$ cat src/rtl/sonar_pkg.sv
// Shared definitions for the sonar ping controller: FSM encoding and default timing.
package sonar_pkg;

   localparam int unsigned TRIG_CYCLES_DEF    = 500;
   localparam int unsigned TIMEOUT_CYCLES_DEF = 1500000;
   localparam int unsigned HOLDOFF_CYCLES_DEF = 3000000;

   typedef enum logic [3:0] {
      S_IDLE      = 4'd0,
      S_CLR_TRIG  = 4'd1,
      S_MODE_TRIG = 4'd2,
      S_MODE_ECHO = 4'd3,
      S_TRIG_HI   = 4'd4,
      S_TRIG_WAIT = 4'd5,
      S_TRIG_LO   = 4'd6,
      S_WAIT_RISE = 4'd7,
      S_MEASURE   = 4'd8,
      S_HOLDOFF   = 4'd9
   } state_e;

endpackage

$ cat src/rtl/sync2.sv
// Two-flop synchronizer with asynchronous active-low clear.
module sync2 #(
   parameter int unsigned WIDTH = 1
) (
   input  logic             clk_i,
   input  logic             rst_ni,
   input  logic [WIDTH-1:0] d_i,
   output logic [WIDTH-1:0] q_o
);

   logic [WIDTH-1:0] meta_q;
   logic [WIDTH-1:0] sync_q;

   always_ff @(posedge clk_i or negedge rst_ni) begin
      if (!rst_ni) begin
         meta_q <= '0;
         sync_q <= '0;
      end else begin
         meta_q <= d_i;
         sync_q <= meta_q;
      end
   end

   assign q_o = sync_q;

endmodule

$ cat src/rtl/sonar_ping_ctrl.sv
// One ultrasonic ranging cycle driven through the single-pin GPIO write port;
// reports echo high time in clocks with a one-cycle done pulse.
module sonar_ping_ctrl
   import sonar_pkg::*;
#(
   parameter int unsigned TRIG_CYCLES    = TRIG_CYCLES_DEF,
   parameter int unsigned TIMEOUT_CYCLES = TIMEOUT_CYCLES_DEF,
   parameter int unsigned HOLDOFF_CYCLES = HOLDOFF_CYCLES_DEF,
   parameter int unsigned CNT_W          = 32
) (
   input  logic             clk,
   input  logic             reset,
   input  logic             start,
   input  logic [2:0]       trig_pin,
   input  logic [2:0]       echo_pin,
   input  logic [7:0]       io_out,
   output logic [2:0]       io_pin_num,
   output logic             io_in,
   output logic             io_val_we,
   output logic             io_mode_we,
   output logic             busy,
   output logic             done,
   output logic             timeout,
   output logic             cfg_err,
   output logic [CNT_W-1:0] distance_cycles
);

   localparam logic [CNT_W-1:0] CNT_ONE   = CNT_W'(1);
   localparam logic [CNT_W-1:0] TRIG_LAST = CNT_W'(TRIG_CYCLES - 1);
   localparam logic [CNT_W-1:0] TO_LAST   = CNT_W'(TIMEOUT_CYCLES - 1);
   localparam logic [CNT_W-1:0] TO_SAT    = CNT_W'(TIMEOUT_CYCLES);
   localparam logic [CNT_W-1:0] HOLD_LAST = CNT_W'(HOLDOFF_CYCLES);

   state_e           state_q;
   logic [CNT_W-1:0] cnt_q;
   logic [2:0]       trig_q;
   logic [2:0]       echo_q;
   logic [2:0]       pin_num_q;
   logic             in_q;
   logic             val_we_q;
   logic             mode_we_q;
   logic             done_q;
   logic             timeout_q;
   logic             cfg_err_q;
   logic [CNT_W-1:0] dist_q;

   logic [7:0]       io_sync;
   logic             echo_s;

   sync2 #(.WIDTH(8)) u_sync (
      .clk_i  (clk),
      .rst_ni (reset),
      .d_i    (io_out),
      .q_o    (io_sync)
   );

   assign echo_s = io_sync[echo_q];

   // Write strobes are set on the transition into each write state, so they
   // line up exactly with that state's single cycle.
   always_ff @(posedge clk or negedge reset) begin
      if (!reset) begin
         state_q   <= S_IDLE;
         cnt_q     <= '0;
         trig_q    <= '0;
         echo_q    <= '0;
         pin_num_q <= '0;
         in_q      <= 1'b0;
         val_we_q  <= 1'b0;
         mode_we_q <= 1'b0;
         done_q    <= 1'b0;
         timeout_q <= 1'b0;
         cfg_err_q <= 1'b0;
         dist_q    <= '0;
      end else begin
         pin_num_q <= '0;
         in_q      <= 1'b0;
         val_we_q  <= 1'b0;
         mode_we_q <= 1'b0;
         done_q    <= 1'b0;
         case (state_q)
            S_IDLE: begin
               if (start) begin
                  trig_q    <= trig_pin;
                  echo_q    <= echo_pin;
                  timeout_q <= 1'b0;
                  cfg_err_q <= 1'b0;
                  state_q   <= S_CLR_TRIG;
                  // A shared pin is a config error; no write is issued for it.
                  if (trig_pin != echo_pin) begin
                     pin_num_q <= trig_pin;
                     val_we_q  <= 1'b1;
                  end
               end
            end
            S_CLR_TRIG: begin
               if (trig_q == echo_q) begin
                  cfg_err_q <= 1'b1;
                  dist_q    <= '0;
                  done_q    <= 1'b1;
                  cnt_q     <= '0;
                  state_q   <= S_HOLDOFF;
               end else begin
                  pin_num_q <= trig_q;
                  in_q      <= 1'b1;
                  mode_we_q <= 1'b1;
                  state_q   <= S_MODE_TRIG;
               end
            end
            S_MODE_TRIG: begin
               pin_num_q <= echo_q;
               mode_we_q <= 1'b1;
               state_q   <= S_MODE_ECHO;
            end
            S_MODE_ECHO: begin
               pin_num_q <= trig_q;
               in_q      <= 1'b1;
               val_we_q  <= 1'b1;
               cnt_q     <= '0;
               state_q   <= S_TRIG_HI;
            end
            S_TRIG_HI: begin
               state_q <= S_TRIG_WAIT;
            end
            S_TRIG_WAIT: begin
               if (cnt_q == TRIG_LAST) begin
                  pin_num_q <= trig_q;
                  val_we_q  <= 1'b1;
                  cnt_q     <= '0;
                  state_q   <= S_TRIG_LO;
               end else begin
                  cnt_q <= cnt_q + CNT_ONE;
               end
            end
            S_TRIG_LO: begin
               state_q <= S_WAIT_RISE;
            end
            S_WAIT_RISE: begin
               if (echo_s) begin
                  cnt_q   <= '0;
                  state_q <= S_MEASURE;
               end else if (cnt_q == TO_LAST) begin
                  timeout_q <= 1'b1;
                  dist_q    <= '0;
                  done_q    <= 1'b1;
                  cnt_q     <= '0;
                  state_q   <= S_HOLDOFF;
               end else begin
                  cnt_q <= cnt_q + CNT_ONE;
               end
            end
            S_MEASURE: begin
               if (!echo_s) begin
                  dist_q  <= cnt_q;
                  done_q  <= 1'b1;
                  cnt_q   <= '0;
                  state_q <= S_HOLDOFF;
               end else if (cnt_q == TO_LAST) begin
                  timeout_q <= 1'b1;
                  dist_q    <= TO_SAT;
                  done_q    <= 1'b1;
                  cnt_q     <= '0;
                  state_q   <= S_HOLDOFF;
               end else begin
                  cnt_q <= cnt_q + CNT_ONE;
               end
            end
            S_HOLDOFF: begin
               // Done cycle holds count 0; HOLDOFF_CYCLES quiet cycles follow.
               if (cnt_q == HOLD_LAST) begin
                  cnt_q   <= '0;
                  state_q <= S_IDLE;
               end else begin
                  cnt_q <= cnt_q + CNT_ONE;
               end
            end
            default: state_q <= S_IDLE;
         endcase
      end
   end

   assign io_pin_num      = pin_num_q;
   assign io_in           = in_q;
   assign io_val_we       = val_we_q;
   assign io_mode_we      = mode_we_q;
   assign busy            = (state_q != S_IDLE);
   assign done            = done_q;
   assign timeout         = timeout_q;
   assign cfg_err         = cfg_err_q;
   assign distance_cycles = dist_q;

endmodule

$ cat config.mk
export PLATFORM = sky130hd
export DESIGN_NAME = sonar_ping_ctrl
export DESIGN_NICKNAME = d
export VERILOG_FILES = /design/src/rtl/sonar_pkg.sv /design/src/rtl/sync2.sv /design/src/rtl/sonar_ping_ctrl.sv
export SDC_FILE = /design/constraint.sdc
export NUM_CORES = 1
export LEC_CHECK = 0
export ABC_AREA = 1
export BUFFER_PORTS_ARGS = -buffer_cell sky130_fd_sc_hd__clkbuf_2
export CORE_ASPECT_RATIO = 0.7
export CORE_MARGIN = 8
export CORE_UTILIZATION = 59
export DETAILED_ROUTE_END_ITERATION = 6
export GPL_TIMING_DRIVEN = 0
export PLACE_DENSITY = 0.83
export SLEW_MARGIN = 5
export SYNTH_ARGS = -nofsm -noshare
export SYNTH_HDL_FRONTEND = slang
export SYNTH_SLANG_ARGS = --single-unit
$ cat constraint.sdc
create_clock -name clk -period 3.2 [get_ports clk]
set_input_delay 0.16 -clock clk [delete_from_list [all_inputs] [get_ports clk]]
set_output_delay 0.16 -clock clk [all_outputs]
set_load 0.05 [all_outputs]
==> run metrics <==
Leakage 0.00369 uW; CTS H-tree lvls 3; area grow syn2layout 14.6%; Final Cycle Share 71.5%; die height 101 um; Final Instance Count excl. Fillers 1,085; CTS tree built; Least-Margin Pin Slew 0.680 ns; DR iter-0 viols 723; final setup fails 0; Post-CTS Resized 0; R2R Setup Slk 0.91 ns; wire length on met1 7930 um; synth unique cells 31; outcome finished clean; clock-pin slew on the worst setup and hold paths 0.07 ns; cell total after placement 1,060; final count of hold timing violations 0; Final Critical Period 2.29 ns; Num CTS Buffers 9; crit-path cells ha_1 -> inv_1 -> nor2_4 -> nand3b_1 -> nor2_1 -> nand2_1 -> buf_6 -> nand3_4 -> nand4_2 -> nand2_1 -> inv_1; Critical Path RT 3.44 ns; first-pass GRT wire length 27,900 um; Power Density 357 nW/um^2; worst r2r src cnt_q[1]$_DFFE_PN0P_; post-detailed-route count of antenna-violating nets 0; IO buf count 58; critical path arrival 2.53 ns; DRC viols 0; Synthesized Nets 888; routed length on met2 7250 um; Ant. Diodes 0; CP endpoint kind flop; clk buf depth 2; Max Used Layer met4; final core utilization 68.5%; Setup WS post-layout 0.912 ns; layout cell share with drive strength beyond 1 17.0%; Crit. Startpoint cnt_q[1]$_DFFE_PN0P_; GR Util All Layers 25.6%; Seq/Total Area, Yosys 40.4%; clock root buffer master clkbuf_16; startpoint types flop; mean number of vias per cell 5.38; Yosys reg bits 99; Post-Syn Area 6130 um^2; Crit Path Class reg -> reg; synth warn 0; Fmax 0.437 GHz; worst vdd ir 285 uV; asr flop ratio synth 100%; routed len/inst 15.9 um; clock skew 0.00910 ns; Post-layout nets 967; largest net degree at the start of global routing 54; core region area 10,200 um^2; row count 31; io pins 59; WL final 17,200 um; RSZ-0062 raised after global routing no; Post-Syn Area per Cell 7.05 um^2; Rel. slew slack 54.7%; Via Count 5,832; TNS Setup 0 ns; Final HPWL DP 12,900 um; worst hold path depth 3; HP Class in -> reg; R2R cell count 11; initial core utilization 59.8%; slowest CP cell dfrtp_1; GRT overflow 0; RePlAce Congestion 0.961; slowest stage delay, CP 0.45 ns; Die Area 14,000 um^2; Post-Synthesis Cells 869; Critical R2R Capture cnt_q[18]$_DFFE_PN0P_; number of synthesized flops with an enable pin 0; Max Cap Violations 0; dpl ws 1.00 ns; Die X 138 um; clk_lat worst skew 0.35 ns; vias in the first global route 5,480; Top FF cell, synth dfrtp_1; Critical Path End cnt_q[18]$_DFFE_PN0P_; initial antenna violation count 0; crit path max fanout 10; Pre-antenna DRT Iters 6; met3 wire length 1690 um; Final Max Tran Viols 0; clock sinks 99
==> through the flow <==
stage               area [um^2]  power, uW  hold WS, ns
floorplan                  6130       1310       -0.136
global placement           6580       1350        0.267
detailed placement         6610       1350        0.270
CTS                        7020       2520       0.0524
global route               7020       2570       0.0586
finish                     7020       2510       0.0558
==> placed cells by master (no fill, tap or decap), types with 5 or more instances in the layout <==
| master | count |
|---|---|
| buf_6 | 5 |
| clkbuf_16 | 9 |
| nor2_1 | 93 |
| xnor2_1 | 6 |
| dfrtp_1 | 99 |
| buf_2 | 19 |
| clkbuf_2 | 62 |
| nand3_1 | 76 |
| nand2_1 | 268 |
| nor2_2 | 7 |
| o21ai_0 | 21 |
| nand4_1 | 27 |
| dlygate4sd3_1 | 9 |
| o21ai_2 | 29 |
| o211ai_1 | 7 |
| nor3_1 | 16 |
| inv_1 | 133 |
| buf_4 | 7 |
| xor2_1 | 19 |
==> worst min path at each step <==
stage,start,to,slack (ns)
6_report,echo_pin[1],echo_q[1]$_DFFE_PN0P_,0.06
5_1_grt,trig_pin[1],trig_q[1]$_DFFE_PN0P_,0.06
4_1_cts,echo_pin[1],echo_q[1]$_DFFE_PN0P_,0.05
3_5_place_dp,reset,u_sync.q_o[7]$_DFF_PN0_,0.27
3_3_place_gp,io_out[4],u_sync.meta_q[4]$_DFF_PN0_,0.27
2_1_floorplan,reset,cfg_err$_DFFE_PN0P_,-0.14
==> synthesized netlist by cell type, types with 5 or more instances <==
cell	instances	area share, %
nand2_1	268	16
clkbuf_2	5	0.41
inv_1	133	8.1
buf_4	7	0.86
nand4_1	27	2.8
o21ai_2	29	4.1
nand3_1	76	6.2
dfrtp_1	99	40
nor3_1	16	1.3
xor2_1	19	2.7
nor2_1	93	5.7
o21ai_0	21	1.7
nor2_2	7	0.71
buf_6	5	0.92
buf_2	19	1.6
o211ai_1	7	0.86
xnor2_1	6	0.86
==> layer usage <==
metal,up-vias,global-route usage (%)
met5,-,0
met4,0,7.16
met2,294,37.4
met1,2652,36.5
met3,33,6.79
li1,2853,-
==> flip-flops by register name, summed over array words and instances (netlist names), 3 cells and up <==
signal	count
cnt_q	32
distance_cycles	32
echo_q	3
io_pin_num	3
state_q	4
trig_q	3
u_sync.meta_q	8
u_sync.q_o	8
==> what timing repair did <==
| item | in CTS | in global routing |
|---|---|---|
| endpoints found under the hold margin | 54 | 0 |
| buffers inserted | 0 | 0 |
| hold buffers | 9 | 0 |
==> worst max-delay path, delay by kind of cell, from the launching register on <==
kind / cells / cell delay, ns
fa+ha+maj: 1 / 0.35
buf+inv: 3 / 0.35
flops: 1 / 0.45
simple gates: 7 / 1.04
==> where the power goes <==
part / leakage (uW) / internal (uW) / switching [uW] / total [uW]
logic: 0.00224 / 25.1 / 48.0 / 73.2
clock network: 0.000149 / 687 / 482 / 1170
registers: 0.00130 / 1260 / 2.91 / 1260
==> cell families after synthesis <==
| family | after synthesis | share of synthesized area [%] |
|---|---|---|
| xor+xnor | 25 | 3.57 |
| buf+inv | 177 | 12.4 |
| flops | 99 | 40.4 |
| compound gates | 63 | 7.29 |
| fa+ha+maj | 2 | 0.408 |
| simple gates | 503 | 35.9 |
==> layout make-up <==
type	count	area, um^2
buffer	39	240
clock buffer	10	229
clock inverter	6	88.8
fill	912	3220
inverter	138	518
multi-input combinational	593	2890
sequential	99	2480
tap	132	165
timing repair buffer	68	410
No activity file was read; power rests on OpenSTA's default activity.
